**src/rtl/kernel_ctrl_axil_master_if.sv**
```systemverilog
`default_nettype none
// +--------------------------------------------------------------------------+
// | kernel_ctrl_axil_master_if                                               |
// | AXI4-Lite bundle between the launch master and the kernel control slave. |
// | Revision: 1.0                                                            |
// +--------------------------------------------------------------------------+
interface kernel_ctrl_axil_master_if #(
  parameter int C_ADDR_WIDTH = 12,
  parameter int C_DATA_WIDTH = 32
);
  logic                      awvalid;
  logic                      awready;
  logic [C_ADDR_WIDTH-1:0]   awaddr;
  logic                      wvalid;
  logic                      wready;
  logic [C_DATA_WIDTH-1:0]   wdata;
  logic [C_DATA_WIDTH/8-1:0] wstrb;
  logic                      bvalid;
  logic                      bready;
  logic [1:0]                bresp;
  logic                      arvalid;
  logic                      arready;
  logic [C_ADDR_WIDTH-1:0]   araddr;
  logic                      rvalid;
  logic                      rready;
  logic [C_DATA_WIDTH-1:0]   rdata;
  logic [1:0]                rresp;

  modport master (
    output awvalid, awaddr, wvalid, wdata, wstrb, bready, arvalid, araddr, rready,
    input  awready, wready, bvalid, bresp, arready, rvalid, rdata, rresp
  );

  modport slave (
    input  awvalid, awaddr, wvalid, wdata, wstrb, bready, arvalid, araddr, rready,
    output awready, wready, bvalid, bresp, arready, rvalid, rdata, rresp
  );
endinterface
`default_nettype wire

```
**src/rtl/kernel_ctrl_axil_master.sv**
```systemverilog
`default_nettype none
// +--------------------------------------------------------------------------+
// | kernel_ctrl_axil_master                                                  |
// | Programs kernel buffer pointers over AXI4-Lite, starts the kernel and    |
// | waits for completion. Define KERNEL_CTRL_IRQ_EN for interrupt-driven     |
// | completion instead of AP_CTRL polling.                                   |
// | Revision: 1.0                                                            |
// +--------------------------------------------------------------------------+
module kernel_ctrl_axil_master #(
  parameter int C_ADDR_WIDTH = 12,
  parameter int C_DATA_WIDTH = 32,
  parameter int C_POLL_GAP   = 16
) (
  input  logic        aclk,
  input  logic        areset,
  input  logic        aclk_en,
  input  logic        cmd_valid,
  output logic        cmd_ready,
  input  logic [63:0] cmd_ptr0,
  input  logic [63:0] cmd_ptr1,
  output logic        busy,
  output logic        done,
  output logic        err,
  output logic [15:0] poll_count,
  input  logic        interrupt,
  kernel_ctrl_axil_master_if.master m
);

  typedef enum logic [2:0] {
    S_IDLE     = 3'd0,
    S_WR_REQ   = 3'd1,
    S_WR_RESP  = 3'd2,
    S_RD_REQ   = 3'd3,
    S_RD_DATA  = 3'd4,
    S_GAP      = 3'd5,
    S_WAIT_IRQ = 3'd6,
    S_DONE     = 3'd7
  } state_t;

`ifdef KERNEL_CTRL_IRQ_EN
  localparam logic [2:0] PTR_FIRST  = 3'd2;
  localparam logic [2:0] START_STEP = 3'd6;
  localparam logic [2:0] ISR_STEP   = 3'd7;
`else
  localparam logic [2:0] PTR_FIRST  = 3'd0;
  localparam logic [2:0] START_STEP = 3'd4;
`endif
  localparam logic [C_ADDR_WIDTH-1:0] AP_CTRL_ADDR = '0;

  state_t      state;
  logic [2:0]  step;
  logic [63:0] ptr0_q;
  logic [63:0] ptr1_q;
  logic [15:0] gap_cnt;
  logic        unused_bits;

  // Step sequence: [GIE, IER,] ptr0 lo/hi, ptr1 lo/hi, AP_START [, ISR]
  function automatic logic [C_ADDR_WIDTH-1:0] step_addr(input logic [2:0] idx);
    logic [11:0] a;
    case (idx)
`ifdef KERNEL_CTRL_IRQ_EN
      3'd0:    a = 12'h004;
      3'd1:    a = 12'h008;
      3'd2:    a = 12'h010;
      3'd3:    a = 12'h014;
      3'd4:    a = 12'h018;
      3'd5:    a = 12'h01C;
      3'd6:    a = 12'h000;
      default: a = 12'h00C;
`else
      3'd0:    a = 12'h010;
      3'd1:    a = 12'h014;
      3'd2:    a = 12'h018;
      3'd3:    a = 12'h01C;
      default: a = 12'h000;
`endif
    endcase
    return C_ADDR_WIDTH'(a);
  endfunction

  function automatic logic [C_DATA_WIDTH-1:0] step_data(input logic [2:0] idx,
                                                        input logic [63:0] p0,
                                                        input logic [63:0] p1);
    logic [2:0]  rel;
    logic [31:0] d;
    rel = idx - PTR_FIRST;
    case (rel)
      3'd0:    d = p0[31:0];
      3'd1:    d = p0[63:32];
      3'd2:    d = p1[31:0];
      3'd3:    d = p1[63:32];
      default: d = 32'h1;
    endcase
    return C_DATA_WIDTH'(d);
  endfunction

  assign m.wstrb  = '1;
  assign m.araddr = AP_CTRL_ADDR;
  assign unused_bits = &{1'b0, interrupt, m.rdata};

  always_ff @(posedge aclk) begin
    if (areset) begin
      state      <= S_IDLE;
      step       <= '0;
      ptr0_q     <= '0;
      ptr1_q     <= '0;
      gap_cnt    <= '0;
      cmd_ready  <= 1'b0;
      busy       <= 1'b0;
      done       <= 1'b0;
      err        <= 1'b0;
      poll_count <= '0;
      m.awvalid  <= 1'b0;
      m.awaddr   <= '0;
      m.wvalid   <= 1'b0;
      m.wdata    <= '0;
      m.bready   <= 1'b0;
      m.arvalid  <= 1'b0;
      m.rready   <= 1'b0;
    end else if (aclk_en) begin
      case (state)
        S_IDLE: begin
          if (cmd_valid && cmd_ready) begin
            ptr0_q     <= cmd_ptr0;
            ptr1_q     <= cmd_ptr1;
            err        <= 1'b0;
            poll_count <= '0;
            busy       <= 1'b1;
            cmd_ready  <= 1'b0;
            step       <= 3'd0;
            m.awaddr   <= step_addr(3'd0);
            m.wdata    <= step_data(3'd0, cmd_ptr0, cmd_ptr1);
            m.awvalid  <= 1'b1;
            m.wvalid   <= 1'b1;
            state      <= S_WR_REQ;
          end else begin
            cmd_ready <= 1'b1;
          end
        end

        S_WR_REQ: begin
          if (m.awready) m.awvalid <= 1'b0;
          if (m.wready)  m.wvalid  <= 1'b0;
          // Response is only accepted once both address and data have been taken.
          if ((!m.awvalid || m.awready) && (!m.wvalid || m.wready)) begin
            m.bready <= 1'b1;
            state    <= S_WR_RESP;
          end
        end

        S_WR_RESP: begin
          if (m.bvalid) begin
            m.bready <= 1'b0;
            if (m.bresp != 2'b00) begin
              err   <= 1'b1;
              done  <= 1'b1;
              state <= S_DONE;
            end else if (step == START_STEP) begin
`ifdef KERNEL_CTRL_IRQ_EN
              state <= S_WAIT_IRQ;
`else
              m.arvalid <= 1'b1;
              state     <= S_RD_REQ;
`endif
            end
`ifdef KERNEL_CTRL_IRQ_EN
            else if (step == ISR_STEP) begin
              m.arvalid <= 1'b1;
              state     <= S_RD_REQ;
            end
`endif
            else begin
              step      <= step + 3'd1;
              m.awaddr  <= step_addr(step + 3'd1);
              m.wdata   <= step_data(step + 3'd1, ptr0_q, ptr1_q);
              m.awvalid <= 1'b1;
              m.wvalid  <= 1'b1;
              state     <= S_WR_REQ;
            end
          end
        end

        S_WAIT_IRQ: begin
`ifdef KERNEL_CTRL_IRQ_EN
          if (interrupt) begin
            step      <= ISR_STEP;
            m.awaddr  <= step_addr(ISR_STEP);
            m.wdata   <= step_data(ISR_STEP, ptr0_q, ptr1_q);
            m.awvalid <= 1'b1;
            m.wvalid  <= 1'b1;
            state     <= S_WR_REQ;
          end
`else
          state <= S_IDLE;
`endif
        end

        S_RD_REQ: begin
          if (m.arready) begin
            m.arvalid <= 1'b0;
            m.rready  <= 1'b1;
            state     <= S_RD_DATA;
          end
        end

        S_RD_DATA: begin
          if (m.rvalid) begin
            m.rready <= 1'b0;
            if (poll_count != 16'hFFFF) poll_count <= poll_count + 16'd1;
            if (m.rresp != 2'b00) begin
              err   <= 1'b1;
              done  <= 1'b1;
              state <= S_DONE;
            end
`ifdef KERNEL_CTRL_IRQ_EN
            else begin
              done  <= 1'b1;
              state <= S_DONE;
            end
`else
            else if (m.rdata[1]) begin
              done  <= 1'b1;
              state <= S_DONE;
            end else begin
              gap_cnt <= '0;
              state   <= S_GAP;
            end
`endif
          end
        end

        S_GAP: begin
          if (gap_cnt == 16'(C_POLL_GAP - 1)) begin
            m.arvalid <= 1'b1;
            state     <= S_RD_REQ;
          end else begin
            gap_cnt <= gap_cnt + 16'd1;
          end
        end

        S_DONE: begin
          done      <= 1'b0;
          busy      <= 1'b0;
          cmd_ready <= 1'b1;
          state     <= S_IDLE;
        end

        default: state <= S_IDLE;
      endcase
    end
  end

endmodule
`default_nettype wire

```
**src/flat_wrapper.sv**
```systemverilog
// flat-port wrapper written by rule: the top's interface ports become plain ports
module kernel_ctrl_axil_master_flat 
#(
  parameter int C_ADDR_WIDTH = 12,
  parameter int C_DATA_WIDTH = 32,
  parameter int C_POLL_GAP   = 16
)
  (aclk, areset, aclk_en, cmd_valid, cmd_ready, cmd_ptr0, cmd_ptr1, busy, done, err, poll_count, interrupt, m_awvalid, m_awaddr, m_wvalid, m_wdata, m_wstrb, m_bready, m_arvalid, m_araddr, m_rready, m_awready, m_wready, m_bvalid, m_bresp, m_arready, m_rvalid, m_rdata, m_rresp);
  kernel_ctrl_axil_master_if #(.C_ADDR_WIDTH(C_ADDR_WIDTH), .C_DATA_WIDTH(C_DATA_WIDTH)) m_i ();
  input  logic aclk;
  input  logic areset;
  input  logic aclk_en;
  input  logic cmd_valid;
  output logic cmd_ready;
  input  logic [63:0] cmd_ptr0;
  input  logic [63:0] cmd_ptr1;
  output logic busy;
  output logic done;
  output logic err;
  output logic [15:0] poll_count;
  input  logic interrupt;
  output wire logic [$bits(m_i.awvalid)-1:0] m_awvalid;
  output wire logic [$bits(m_i.awaddr)-1:0] m_awaddr;
  output wire logic [$bits(m_i.wvalid)-1:0] m_wvalid;
  output wire logic [$bits(m_i.wdata)-1:0] m_wdata;
  output wire logic [$bits(m_i.wstrb)-1:0] m_wstrb;
  output wire logic [$bits(m_i.bready)-1:0] m_bready;
  output wire logic [$bits(m_i.arvalid)-1:0] m_arvalid;
  output wire logic [$bits(m_i.araddr)-1:0] m_araddr;
  output wire logic [$bits(m_i.rready)-1:0] m_rready;
  input wire logic [$bits(m_i.awready)-1:0] m_awready;
  input wire logic [$bits(m_i.wready)-1:0] m_wready;
  input wire logic [$bits(m_i.bvalid)-1:0] m_bvalid;
  input wire logic [$bits(m_i.bresp)-1:0] m_bresp;
  input wire logic [$bits(m_i.arready)-1:0] m_arready;
  input wire logic [$bits(m_i.rvalid)-1:0] m_rvalid;
  input wire logic [$bits(m_i.rdata)-1:0] m_rdata;
  input wire logic [$bits(m_i.rresp)-1:0] m_rresp;
  assign m_awvalid = m_i.awvalid;
  assign m_awaddr = m_i.awaddr;
  assign m_wvalid = m_i.wvalid;
  assign m_wdata = m_i.wdata;
  assign m_wstrb = m_i.wstrb;
  assign m_bready = m_i.bready;
  assign m_arvalid = m_i.arvalid;
  assign m_araddr = m_i.araddr;
  assign m_rready = m_i.rready;
  assign m_i.awready = m_awready;
  assign m_i.wready = m_wready;
  assign m_i.bvalid = m_bvalid;
  assign m_i.bresp = m_bresp;
  assign m_i.arready = m_arready;
  assign m_i.rvalid = m_rvalid;
  assign m_i.rdata = m_rdata;
  assign m_i.rresp = m_rresp;
  kernel_ctrl_axil_master #(.C_ADDR_WIDTH(C_ADDR_WIDTH), .C_DATA_WIDTH(C_DATA_WIDTH), .C_POLL_GAP(C_POLL_GAP)) u_core (.aclk(aclk), .areset(areset), .aclk_en(aclk_en), .cmd_valid(cmd_valid), .cmd_ready(cmd_ready), .cmd_ptr0(cmd_ptr0), .cmd_ptr1(cmd_ptr1), .busy(busy), .done(done), .err(err), .poll_count(poll_count), .interrupt(interrupt), .m(m_i));
endmodule
```
**config.mk**
```make
export PLATFORM = sky130hd
export DESIGN_NAME = kernel_ctrl_axil_master_flat
export DESIGN_NICKNAME = d
export VERILOG_FILES = /design/src/rtl/kernel_ctrl_axil_master_if.sv /design/src/rtl/kernel_ctrl_axil_master.sv /design/src/flat_wrapper.sv
export SDC_FILE = /design/constraint.sdc
export NUM_CORES = 1
export LEC_CHECK = 0
export BUFFER_PORTS_ARGS = -buffer_cell sky130_fd_sc_hd__buf_2
export CAP_MARGIN = 10
export CELL_PAD_IN_SITES_DETAIL_PLACEMENT = 1
export CELL_PAD_IN_SITES_GLOBAL_PLACEMENT = 1
export CORE_ASPECT_RATIO = 1.1
export CORE_MARGIN = 8
export CORE_UTILIZATION = 38
export CTS_CLUSTER_DIAMETER = 100
export DETAILED_ROUTE_END_ITERATION = 8
export GPL_TIMING_DRIVEN = 1
export PLACE_DENSITY_LB_ADDON = 0.1
export SETUP_SLACK_MARGIN = 0.2
export SLEW_MARGIN = 20
export SYNTH_ARGS = -nofsm -noshare
export SYNTH_HDL_FRONTEND = slang
export SYNTH_SLANG_ARGS = --single-unit
```
**constraint.sdc**
```tcl
create_clock -name aclk -period 3.15 [get_ports aclk]
set_input_delay 0.4725 -clock aclk [delete_from_list [all_inputs] [get_ports aclk]]
set_output_delay 0.4725 -clock aclk [all_outputs]
set_load 0.02 [all_outputs]
```
* After elaboration in Yosys (flattened, before gate mapping)
Cells that the tools add are included. Widths: inputs -> output; s select.
Storage, ports and cells: flip-flop bits (word level) 219, input bits 174, output and inout port bits 85, logic and storage cells 156
Operators by class: add/subtract/negate cells 3, eq/ne operators 31, multiplexer cells 70, reduce and logical (&&, ||, !) cells 35
Operators with widths (number):
- $mux 32 | 4
- $pmux 32 s4 | 1
- $mux 16 | 7
- $pmux 16 s2 | 2
- $pmux 32 s2 | 1
- $mux 12 | 4
- $mux 3 | 12
- $reduce_and 7->1 | 5
- $add 16x1->16 const B | 2
- $mux 1 | 24
- $pmux 12 s2 | 1
- $pmux 3 s7 | 1
- $ne 2x2->1 const B | 10
- $pmux 5 s4 | 1
- $reduce_and 6->1 | 3
- $eq 16x4->1 const B | 1
- $ne 16x16->1 const B | 1
- $reduce_bool 2->1 | 8
- $eq 3x3->1 const B | 5
- $pmux 1 s3 | 5
- $ne 2x1->1 const B | 7
- $eq 3x2->1 const B | 4
- $reduce_bool 3->1 | 4
- $pmux 1 s2 | 4
- 14 further kinds | 22

* Longest topological paths before layout
depth in word-level cells 7, depth in mapped cells 9, depth with buffers taken out 7

* Least setup slack after synthesis
No wires, ideal clock.
kind register to register, from register u_core.step[0], to register u_core.m.wdata[10], arrival 2.134 ns, setup slack 0.945 ns, cell stages (with the launch flop) 10, buffers on the path 3, path through dfxtp_1 inv_1 ha_1 clkbuf_1 a211oi_2 a31oi_1 or4_1 clkbuf_1 clkbuf_1 o2bb2ai_1
Between the ends: cells in the longest elaborated chain, start to end 7, elaborated cells on any way between the ends 13
RTL lines:
- start, declared | RTL line kernel_ctrl_axil_master.sv:51 | logic [2:0] step;
- start signal, assigned | RTL line kernel_ctrl_axil_master.sv:173 | step <= step + 3'd1;
- $add 3x1->3 | RTL line kernel_ctrl_axil_master.sv:175 | m.wdata <= step_data(step + 3'd1, ptr0_q, ptr1_q);
- $eq 3x2->1 (tied with other cells) | RTL line kernel_ctrl_axil_master.sv:87 | case (rel)
- $pmux 32 s4 | RTL line kernel_ctrl_axil_master.sv:87
- $mux 32 | RTL line kernel_ctrl_axil_master.sv:158 | end else if (step == START_STEP) begin
- $mux 32 | RTL line kernel_ctrl_axil_master.sv:154 | if (m.bresp != 2'b00) begin
- $mux 32 | RTL line kernel_ctrl_axil_master.sv:152 | if (m.bvalid) begin
- $pmux 32 s2 | RTL line kernel_ctrl_axil_master.sv:121 | case (state)
- end signal, assigned | RTL line kernel_ctrl_axil_master.sv:132 | m.wdata <= step_data(3'd0, cmd_ptr0, cmd_ptr1);
- end signal, assigned | RTL line kernel_ctrl_axil_master.sv:175
- end, declared | RTL line kernel_ctrl_axil_master_if.sv:30 | output awvalid, awaddr, wvalid, wdata, wstrb, bready, arvalid, araddr, rready,
Parallel ways exist; a longest one is shown, timed or not. The select of a mux whose other input is x is not followed. A chain may end at the register's enable or synchronous reset.

* Worst setup path after layout
from register u_core.step[0], to register u_core.m.wdata[19]
The elaborated chain is that of the path after synthesis.

==> run metrics <==
Final Util=47.30%; post-route antenna net violation count=0; register bit total from synthesis=210; GRT Max-Usage Layer=met2; Post-CTS Resized=0; crit path DAT=3.02 ns; total placed cells including tap cells=1589; Post-Synthesis Cell Area=slightly above 0.009 mm^2; Starting DRT DRC Count=474; GRT Total Usage=20.46%; Mapped Cells=1149; area of the multi-input gates=0.004536 mm^2; drt via density=5.475; I/O Buffers=201; register area=0.004205 mm^2; final period utilization=81.49%; Finished Layout Cells=roughly 1.6k; CORE AREA=0.02370 mm^2; Top Ports=between 200 and 300; Syn Area/Cell=7.986 um^2; Starting Density=38.72%; CTS tree=yes; skew final=0.007792 ns; top achievable clock speed=389.6 MHz; layout cells sized above 1=21.78%; CP Class=flip-flop to flip-flop; Num CTS Buffers=24; leak pwr=4.206 nW; HP Class=input port to flip-flop; Synth Area in Compound Gates=25.95%; vias in the first global route=9033; die footprint=0.02938 mm^2; FFs w/ async S/R, synth=0%; met3 Track Usage GR=4.502%; global route total overflow=0; final hold vios=0; max-slew violations=0; Yosys top cell area share=45.81%; First-pass DRT Iterations=5; setup repair bufs after CTS=0; Synth-to-Final Area Change=22.14%; Yosys warning count=0; M2 GR Usage=34.16%; WL/cell=19.18 um; Final Wtd Congestion=around 0.82; synth top area cells=dfxtp_1 46%, nand2_1 12%, a21oi_1 10%, a22oi_1 5.4%, o2bb2ai_1 3.1%; Critical Path Sink Type=flip-flop; power per cell area=roughly 540 mW/mm^2; proportion of synthesized area in mux cells=0.2182%; H-tree depth=1; relative slew slack=34.61%; clk buf depth=3; EDFF count, synth=0; clock latency on the worst-skew pair=0.52 ns; peak supply drop=318.7 uV; status=finished clean; root buf cell=clkbuf_16; largest net degree at the start of global routing=about 130; CP startpoint kind=flip-flop; post-synth top area cell=dfxtp_1; Post-route DRC=0; Global Route met1 Usage=26.36%; row cnt=about 60; first-pass GRT wire length=48.88 mm; Worst Path Required=3.60 ns; Sink Count=210; Die H=179.0 um; RSZ-0062 raised after global routing=no; DIE WIDTH=about 160 um; detailed-route via count=slightly below 9k; commonest register cell after synthesis=dfxtp_1; XOR/XNOR Fraction of Synth Area=under 10%; DRT Wirelength=31.32 mm; cts hold-fix bufs=0; largest family of logic cells by synthesized area=compound AO/OA/AOI/OAI gates; initial antenna violation count=7; critical path peak fanout=12; # Max-Cap Violations=0; setup TNS=0 ns; worst-margin pin slew=0.9808 ns; post-detail-place hpwl=approximately 21 mm; Placement Cell Area=0.01040 mm^2; Fillers=2931; post-layout instance area=~0.011 mm^2; Synth Area in Simple Gates=just under 20%; Cell variety after synth=64; clock transition at the registers of the reported paths=0.06 ns; Setup-failing EPs final=0; register area share after synthesis=~46%; Tmin final=about 2.6 ns; final net count=1491; post-synthesis adder-cell area fraction=0.9545%
[per-stage QoR]
step                      setup WS (ns)  total power, mW  hold slack, ns
after detailed placement         0.6041            3.327          0.4410
after CTS                        0.5647            6.165          0.1702
after global routing             0.4121            6.320          0.1775
after floorplan                  0.9452            3.121          0.4360
final                            0.5830            6.098          0.1816
after global placement           0.6280            3.320          0.4412
[routing by layer]
| metal | part of all wire, % | up-vias |
|---|---|---|
| met5 | 0.28 | - |
| met4 | 2.0 | 14 |
| met3 | 6.2 | 56 |
| met2 | 47 | 221 |
| met1 | 45 | 4293 |
| li1 | - | 4357 |
[cell families (layout without fill, tap and decap cells)]
logic type	count (synthesis)	after routing
mux	2	2
buf+inv	125	280
flops	210	210
other cells	2	26
compound gates	382	382
fa+ha+maj	7	7
xor+xnor	11	11
simple gates	410	410
[layout make-up]
class                   count  share of cell area (%)
clock inverters             9                  0.9489
clock buffers              34                   6.229
inverters                  10                  0.3349
multi-input cells         837                   40.47
repair buffers            227                   11.07
well taps                 305                   3.405
flip-flops and latches    210                   37.52
diodes                      1                 0.02233
[worst paths after layout]
| check | to | slack (ns) | cells after the start | start |
|---|---|---|---|---|
| max | u_core.m.wdata[19] | 0.58 | 7 | u_core.step[0] |
| min | u_core.ptr0_q[52] | 0.18 | 3 | cmd_ptr0[52] |
| max reg2reg | u_core.m.wdata[19] | 0.58 | 7 | u_core.step[0] |
| min reg2reg | u_core.ptr0_q[38] | 0.45 | 2 | u_core.ptr0_q[38] |
[registers in the layout, indices dropped and copies added (netlist names)]
signal	flops
u_core.state	3
u_core.m.awvalid	1
u_core.m.wdata	32
u_core.m.arvalid	1
u_core.m.rready	1
u_core.m.bready	1
u_core.m.wvalid	1
u_core.err	1
u_core.busy	1
u_core.m.awaddr	3
u_core.ptr1_q	64
u_core.poll_count	16
u_core.done	1
u_core.gap_cnt	16
u_core.step	3
u_core.cmd_ready	1
u_core.ptr0_q	64
[cells in the final DEF, fill, tap and decap left out, types with 5 or more instances in the layout]
cell and instances:
buf_4 24, buf_2 200, clkinv_2 6, o211ai_1 6, inv_1 10, clkbuf_16 24
nor4_1 5, nand3_1 18, nand2_1 282, xor2_1 9, o22ai_1 32, a22oi_1 66
or4_1 6, dfxtp_1 209, o2bb2ai_1 32, clkbuf_8 6, or3_1 13, nor2_1 35
nor3_1 7, nand4_1 11, o21ai_0 23, conb_1 25, a21oi_1 189
[where the power goes]
part	total (mW)	leakage (nW)	internal (mW)	switching, mW
registers	2.77	1.70	2.73	0.0436
clock network	2.83	0.402	1.70	1.13
logic	0.499	2.11	0.182	0.317
[critical path, stage by stage, from the launching register on]
cell and delay, ns:
dfxtp_1 0.41, inv_1 0.11, ha_2 0.21, a211oi_2 0.33, a31oi_1 0.16, or4_1 0.81
buf_4 0.33, o2bb2ai_1 0.14
[cell usage after synthesis, types with 5 or more instances]
cell and instances:
o22ai_1 32, a21oi_1 189, nor3_1 7, buf_2 15, nand4_1 11, dfxtp_1 210
ha_1 7, nand2_1 282, o2bb2ai_1 32, buf_4 25, a22oi_1 66, o211ai_1 6
nand3_1 19, or3_1 13, or4_1 6, xor2_1 10, o21ai_0 23, clkbuf_1 73
nor2_1 37, inv_1 10, nor4_1 5
Power figures use the tool's default switching activity.
